File: config.mk
export PLATFORM = sky130hd
export DESIGN_NAME = sprite_cmd_queue
export DESIGN_NICKNAME = d
export VERILOG_FILES = /design/src/rtl/sprite_cmd_queue.sv
export SDC_FILE = /design/constraint.sdc
export NUM_CORES = 1
export LEC_CHECK = 0
export ABC_AREA = 1
export ABC_CLOCK_PERIOD_IN_PS = 2500
export CORE_UTILIZATION = 30
export CTS_CLUSTER_DIAMETER = 40
export DETAILED_ROUTE_END_ITERATION = 10
export PLACE_DENSITY = 0.6
export SLEW_MARGIN = 40
export SYNTH_ARGS = -nofsm -noshare
export SYNTH_HDL_FRONTEND = slang
export SYNTH_SLANG_ARGS = --single-unit
File: constraint.sdc
create_clock -name clk_25mhz -period 2.5 [get_ports clk_25mhz]
set_clock_uncertainty 0.2 [all_clocks]
set_input_delay 0.25 -clock clk_25mhz [delete_from_list [all_inputs] [get_ports clk_25mhz]]
set_output_delay 0.25 -clock clk_25mhz [all_outputs]
set_load 0.01 [all_outputs]
File: src/rtl/sprite_cmd_queue.sv
// Command FIFO between the game processor and the VGA sprite/background ports.
// Commands replay only while vsync is active (tear-free updates); also raises a vblank interrupt.
module sprite_cmd_queue #(
    parameter int FIFO_DEPTH = 8,
    parameter bit VS_ACT_LOW = 1'b1
) (
    input  logic       clk_25mhz,
    input  logic       rst,
    input  logic       cmd_valid,
    output logic       cmd_ready,
    input  logic [1:0] cmd_op,
    input  logic [4:0] cmd_sel,
    input  logic [9:0] cmd_x,
    input  logic [8:0] cmd_y,
    input  logic [1:0] cmd_arg,
    input  logic       vsync,
    output logic [4:0] sprite_sel,
    output logic [9:0] sprite_x,
    output logic [8:0] sprite_y,
    output logic       sprite_vis,
    output logic       sprite_pos,
    output logic       sprite_attr,
    output logic       bck_ch_active,
    output logic [1:0] bck_sel,
    output logic       vblank_irq,
    output logic [6:0] q_count,
    output logic       bad_op
);

    localparam int AW = (FIFO_DEPTH > 1) ? $clog2(FIFO_DEPTH) : 1;
    localparam logic [1:0] OP_POS = 2'b00;
    localparam logic [1:0] OP_VIS = 2'b01;
    localparam logic [1:0] OP_BCK = 2'b10;

    typedef enum logic [1:0] {S_IDLE = 2'd0, S_ISSUE = 2'd1, S_GAP = 2'd2} state_e;

    typedef struct packed {
        logic [1:0] op;
        logic [4:0] sel;
        logic [9:0] x;
        logic [8:0] y;
        logic [1:0] arg;
    } cmd_t;

    cmd_t          mem_q [FIFO_DEPTH];
    cmd_t          head;
    state_e        state_q, state_d;
    logic [AW-1:0] wr_ptr_q, wr_ptr_d, rd_ptr_q, rd_ptr_d;
    logic [6:0]    count_q, count_d;
    logic [4:0]    sel_q, sel_d;
    logic [9:0]    x_q, x_d;
    logic [8:0]    y_q, y_d;
    logic          vis_q, vis_d;
    logic          pos_q, pos_d;
    logic          attr_q, attr_d;
    logic          bck_q, bck_d;
    logic [1:0]    bck_sel_q, bck_sel_d;
    logic          irq_q, irq_d;
    logic          vs_prev_q, vs_prev_d;
    logic          bad_q, bad_d;
    logic          vs_act, push, pop;

    assign vs_act    = vsync ^ VS_ACT_LOW;
    assign cmd_ready = (count_q != 7'(FIFO_DEPTH));
    assign push      = cmd_valid && cmd_ready;
    // The pop happens on the edge that enters ISSUE, so the strobe and data leave registered.
    assign pop       = (state_q != S_ISSUE) && vs_act && (count_q != 7'd0);
    assign head      = mem_q[rd_ptr_q];

    always_comb begin
        // NOTE: every signal gets a default first, so no path through the case leaves a latch.
        state_d   = state_q;
        wr_ptr_d  = push ? wr_ptr_q + AW'(1) : wr_ptr_q;
        rd_ptr_d  = pop  ? rd_ptr_q + AW'(1) : rd_ptr_q;
        count_d   = count_q;
        sel_d     = sel_q;
        x_d       = x_q;
        y_d       = y_q;
        vis_d     = vis_q;
        bck_sel_d = bck_sel_q;
        pos_d     = 1'b0;
        attr_d    = 1'b0;
        bck_d     = 1'b0;
        bad_d     = bad_q;
        irq_d     = vs_act && !vs_prev_q;
        vs_prev_d = vs_act;

        if (push && !pop) begin
            count_d = count_q + 7'd1;
        end else if (pop && !push) begin
            count_d = count_q - 7'd1;
        end

        unique case (state_q)
            S_IDLE, S_GAP: state_d = pop ? S_ISSUE : S_IDLE;
            S_ISSUE:       state_d = S_GAP;
            default:       state_d = S_IDLE;
        endcase

        if (pop) begin
            unique case (head.op)
                OP_POS: begin
                    sel_d = head.sel;
                    x_d   = head.x;
                    y_d   = head.y;
                    pos_d = 1'b1;
                end
                OP_VIS: begin
                    sel_d  = head.sel;
                    vis_d  = head.arg[0];
                    attr_d = 1'b1;
                end
                OP_BCK: begin
                    bck_sel_d = head.arg;
                    bck_d     = 1'b1;
                end
                default: bad_d = 1'b1;
            endcase
        end
    end

    // NOTE: storage is not reset; the pointers and count define which entries are valid.
    always_ff @(posedge clk_25mhz) begin
        if (push) begin
            mem_q[wr_ptr_q] <= '{op: cmd_op, sel: cmd_sel, x: cmd_x, y: cmd_y, arg: cmd_arg};
        end
    end

    // NOTE: state uses non-blocking assignments so every flop samples pre-edge values.
    always_ff @(posedge clk_25mhz) begin
        if (rst) begin
            state_q   <= S_IDLE;
            wr_ptr_q  <= '0;
            rd_ptr_q  <= '0;
            count_q   <= '0;
            sel_q     <= '0;
            x_q       <= '0;
            y_q       <= '0;
            vis_q     <= 1'b0;
            pos_q     <= 1'b0;
            attr_q    <= 1'b0;
            bck_q     <= 1'b0;
            bck_sel_q <= '0;
            irq_q     <= 1'b0;
            vs_prev_q <= 1'b0;
            bad_q     <= 1'b0;
        end else begin
            state_q   <= state_d;
            wr_ptr_q  <= wr_ptr_d;
            rd_ptr_q  <= rd_ptr_d;
            count_q   <= count_d;
            sel_q     <= sel_d;
            x_q       <= x_d;
            y_q       <= y_d;
            vis_q     <= vis_d;
            pos_q     <= pos_d;
            attr_q    <= attr_d;
            bck_q     <= bck_d;
            bck_sel_q <= bck_sel_d;
            irq_q     <= irq_d;
            vs_prev_q <= vs_prev_d;
            bad_q     <= bad_d;
        end
    end

    assign sprite_sel    = sel_q;
    assign sprite_x      = x_q;
    assign sprite_y      = y_q;
    assign sprite_vis    = vis_q;
    assign sprite_pos    = pos_q;
    assign sprite_attr   = attr_q;
    assign bck_ch_active = bck_q;
    assign bck_sel       = bck_sel_q;
    assign vblank_irq    = irq_q;
    assign q_count       = count_q;
    assign bad_op        = bad_q;

endmodule

==> flow_metrics.py <==
metrics = {
    "outcome": {
        "outcome": "completed",
    },
    "clock_network": {
        "clock_latency_ps": 530,
        "cts_resized": 0,
        "cts_buffers": 38,
        "h-tree-depth": 2,
        "ctsHoldBuffers": 0,
        "root_buffer": "clkbuf_16",
        "clockBufferDepth": 3,
        "post_cts.repair.setup_buffers": 0,
        "cts.clk_slew.worst_paths_ps": 50,
        "cts_tree": "yes",
        "clock-sinks": 275,
    },
    "timing": {
        "setup_tns_ps": 0,
        "finalSetupViolations": 0,
        "tightest_slew_ps": 559,
        "fin_crit_sh_pct": 92.4,
        "final_hold_viol_count": 0,
        "drv_slew": 0,
        "setup_ws_ps": 191,
        "max_freq_mhz": 433,
        "max_slew_margin_pct": 62.7,
        "fin_crit_ps": 2310,
    },
    "global_route": {
        "grt_pass1_wl_mm": 40.7,
        "grt_start_max_net_pins": 85,
        "gr-total-overflow": 0,
        "grt_use_total_pct": 13.8,
        "antenna_found_initial": 3,
        "grt_pass1_vias": 7286,
    },
    "power_and_ir_drop": {
        "powerDensity_mw_per_mm2": 1070,
        "p_leak_nw": 5.35,
        "p_total_mw": 15.0,
        "ir_drop_uv": 457,
    },
    "finish": {
        "multiInputGateArea_mm2": 0.00293,
        "final_area_mm2": 0.0140,
        "layout.nets": 1175,
        "syn_to_final_growth_pct": 26.7,
        "drive_above_1_share_pct": 12.5,
        "fillers": 3428,
        "n_antenna_cell": 0,
        "seq_area_mm2": 0.00776,
    },
    "placed_design": {
        "place_congestion": 0.765,
        "place_area_mm2": 0.0127,
        "preCtsSetupSlack_ps": -113,
        "hpwl_mm": 15.1,
        "io_buffers": 71,
    },
    "route": {
        "drt-wirelength-per-cell_um": 15.9,
        "dr.pass1.iters": 5,
        "drtIter0Drc": 556,
        "wirelength_mm": 25.7,
        "via_count": 7435,
        "remaining_drc_errors": 0,
        "viasPerCell": 4.58,
        "ant_nets": 0,
    },
    "hold_path": {
        "hold_path.class": "reg -> reg",
    },
    "setup_path": {
        "path_delay_family": "simple AND/OR/NAND/NOR gates",
        "worstSetupStartpointType": "register",
        "cp_num_cells": 15,
        "r2r_cells": 15,
        "path_buf_inv": 2,
        "crit_required_ps": 2690,
        "worst-endpoint-arrival_ps": 2500,
        "slowest_stage": "dfxtp_2",
        "cp-startpoint": "q_count[0]",
        "r2r_end": "q_count[6]",
        "end_kind": "register",
        "r2r-start": "q_count[0]",
        "reg2reg_setup_slack_ps": 190,
        "crit_path_max_incr_delay_ps": 330,
        "path_class": "reg -> reg",
        "crit_fanout": 7,
        "path_cells": "nor3_4, nand3_1, nand2_2, inv_2, ha_4, inv_4, ha_1, a21oi_1, nand2_1, nand2_1, nand2_1, nand2_1, nand2_1, nand2_1, a21oi_1",
        "endpoint": "q_count[6]",
        "cpMostUsedCell": "nand2_1",
    },
    "floorplanning": {
        "die_x_um": 194,
        "row_count": 69,
        "die_area_mm2": 0.0377,
        "dieHeight_um": 194,
        "core_mm2": 0.0359,
        "initial_core_util_pct": 30.8,
        "io_pins": 72,
    },
    "yosys": {
        "syn_inst": 1030,
        "yosysWarnings": 0,
        "ys_seq_area_share_pct": 70.0,
        "ys_ff_latch": 275,
        "avgSynthCellArea_um2": 10.7,
        "ys_types": 28,
        "synthesis.nets": 1072,
        "synth_area_mm2": 0.0111,
    },
    "flow_run": {
        "drv_cap": 0,
    },
}
## worst reg2reg max path, stage by stage, from the launching register on
cell and delay [ps]:
dfxtp_2 330, nor3_4 210, nand3_1 130, nand2_2 110, inv_2 60, ha_4 170
inv_4 100, ha_1 250, a21oi_1 180, nand2_1 90, nand2_1 90, nand2_1 60
nand2_1 60, nand2_1 40, nand2_1 50, a21oi_1 60
## cell usage after synthesis (all sizes together)
library cell / number / area share, %
edfxtp: 224 / 61
o22ai: 2 / 0.11
nand3: 146 / 6.7
xnor2: 1 / 0.079
o21ai: 42 / 1.9
clkbuf: 20 / 0.68
nand4: 1 / 0.057
nor3: 3 / 0.14
xor2: 2 / 0.16
inv: 68 / 2.3
nor2: 102 / 3.7
a21oi: 17 / 0.77
dfxtp: 51 / 9.2
buf: 32 / 1.7
fa: 1 / 0.18
a21o: 1 / 0.068
ha: 9 / 1.0
o211ai: 2 / 0.14
nand2: 306 / 10
## routing by layer
| metal | vias up | track usage [%] | part of all wire [%] | wire [um] |
|---|---|---|---|---|
| met5 | - | 0 | 0.14 | 36 |
| met4 | 6 | 4.73 | 2.4 | 621 |
| met3 | 57 | 3.06 | 5.1 | 1310 |
| met2 | 147 | 22.0 | 46 | 11900 |
| met1 | 3522 | 18.6 | 46 | 11900 |
| li1 | 3703 | - | - | - |
## worst min-delay path by stage
stage,from,endpoint,depth (start not counted)
after floorplan,vsync,vs_prev_q,1
after global placement,vs_prev_q,vblank_irq,1
after detailed placement,vs_prev_q,vblank_irq,1
after CTS,vs_prev_q,vblank_irq,1
after global routing,vs_prev_q,vblank_irq,1
final,vs_prev_q,vblank_irq,1
## cells in the final DEF, fill, tap and decap left out, drive strengths merged, types with 2 or more instances in the layout
cell type      Yosys  layout
xor2               2       2
nand3            146     146
a21oi             17      17
nor2             102     102
clkinvlp           0       2
nor3               3       3
o21ai             42      42
clkinv             0      12
bufinv             0       4
o211ai             2       2
inv               68      78
edfxtp           224     224
dfxtp             51      51
o22ai              2       2
buf               32      44
nand2            306     306
clkdlybuf4s50      0      71
ha                 9       9
clkbuf            20      41
## through the flow
stage | hold slack, ps | std cells | util (%)
detailed placement | 192 | 1554 | 35.3
floorplan | 122 | 1030 | -
finish | 179 | 1623 | 39.1
CTS | 200 | 1623 | 38.9
global route | 203 | 1623 | 39.1
global placement | 177 | 1554 | 35.3
## layout make-up
type,count,share of cell area (%)
sequential,275,55.3
multi-input combinational,635,20.9
timing repair buffer,115,8.76
clock buffer,41,6.86
tap,461,4.11
clock inverter,28,2.27
inverter,68,1.84
## report_power, final
part	internal (mW)	switching, mW	total (mW)	leakage, nW
sequential	5.40	0.221	5.62	2.45
clock	3.28	2.09	5.38	0.622
combinational	1.58	2.43	4.00	2.28
## kinds of logic after synthesis
kind of cell	after synthesis	synth area share, %
adders and majority gates	10	1.20
and+or+nand+nor	558	20.9
xor gates and xnor gates	3	0.237
DFF	275	70.0
buffers and inverters	120	4.63
AOI/OAI and AO/OA	64	2.98
## state kept, by name, indices dropped and copies added (netlist names), named ones only
register	flops
bck_ch_active	1
sprite_pos	1
vs_prev_q	1
bad_op	1
bck_sel	2
sprite_vis	1
sprite_x	10
sprite_sel	5
sprite_attr	1
sprite_y	9
vblank_irq	1
rd_ptr_q	3
state_q	2
wr_ptr_q	3
mem_q	224
q_count	7
No activity file was read; power rests on OpenSTA's default activity.
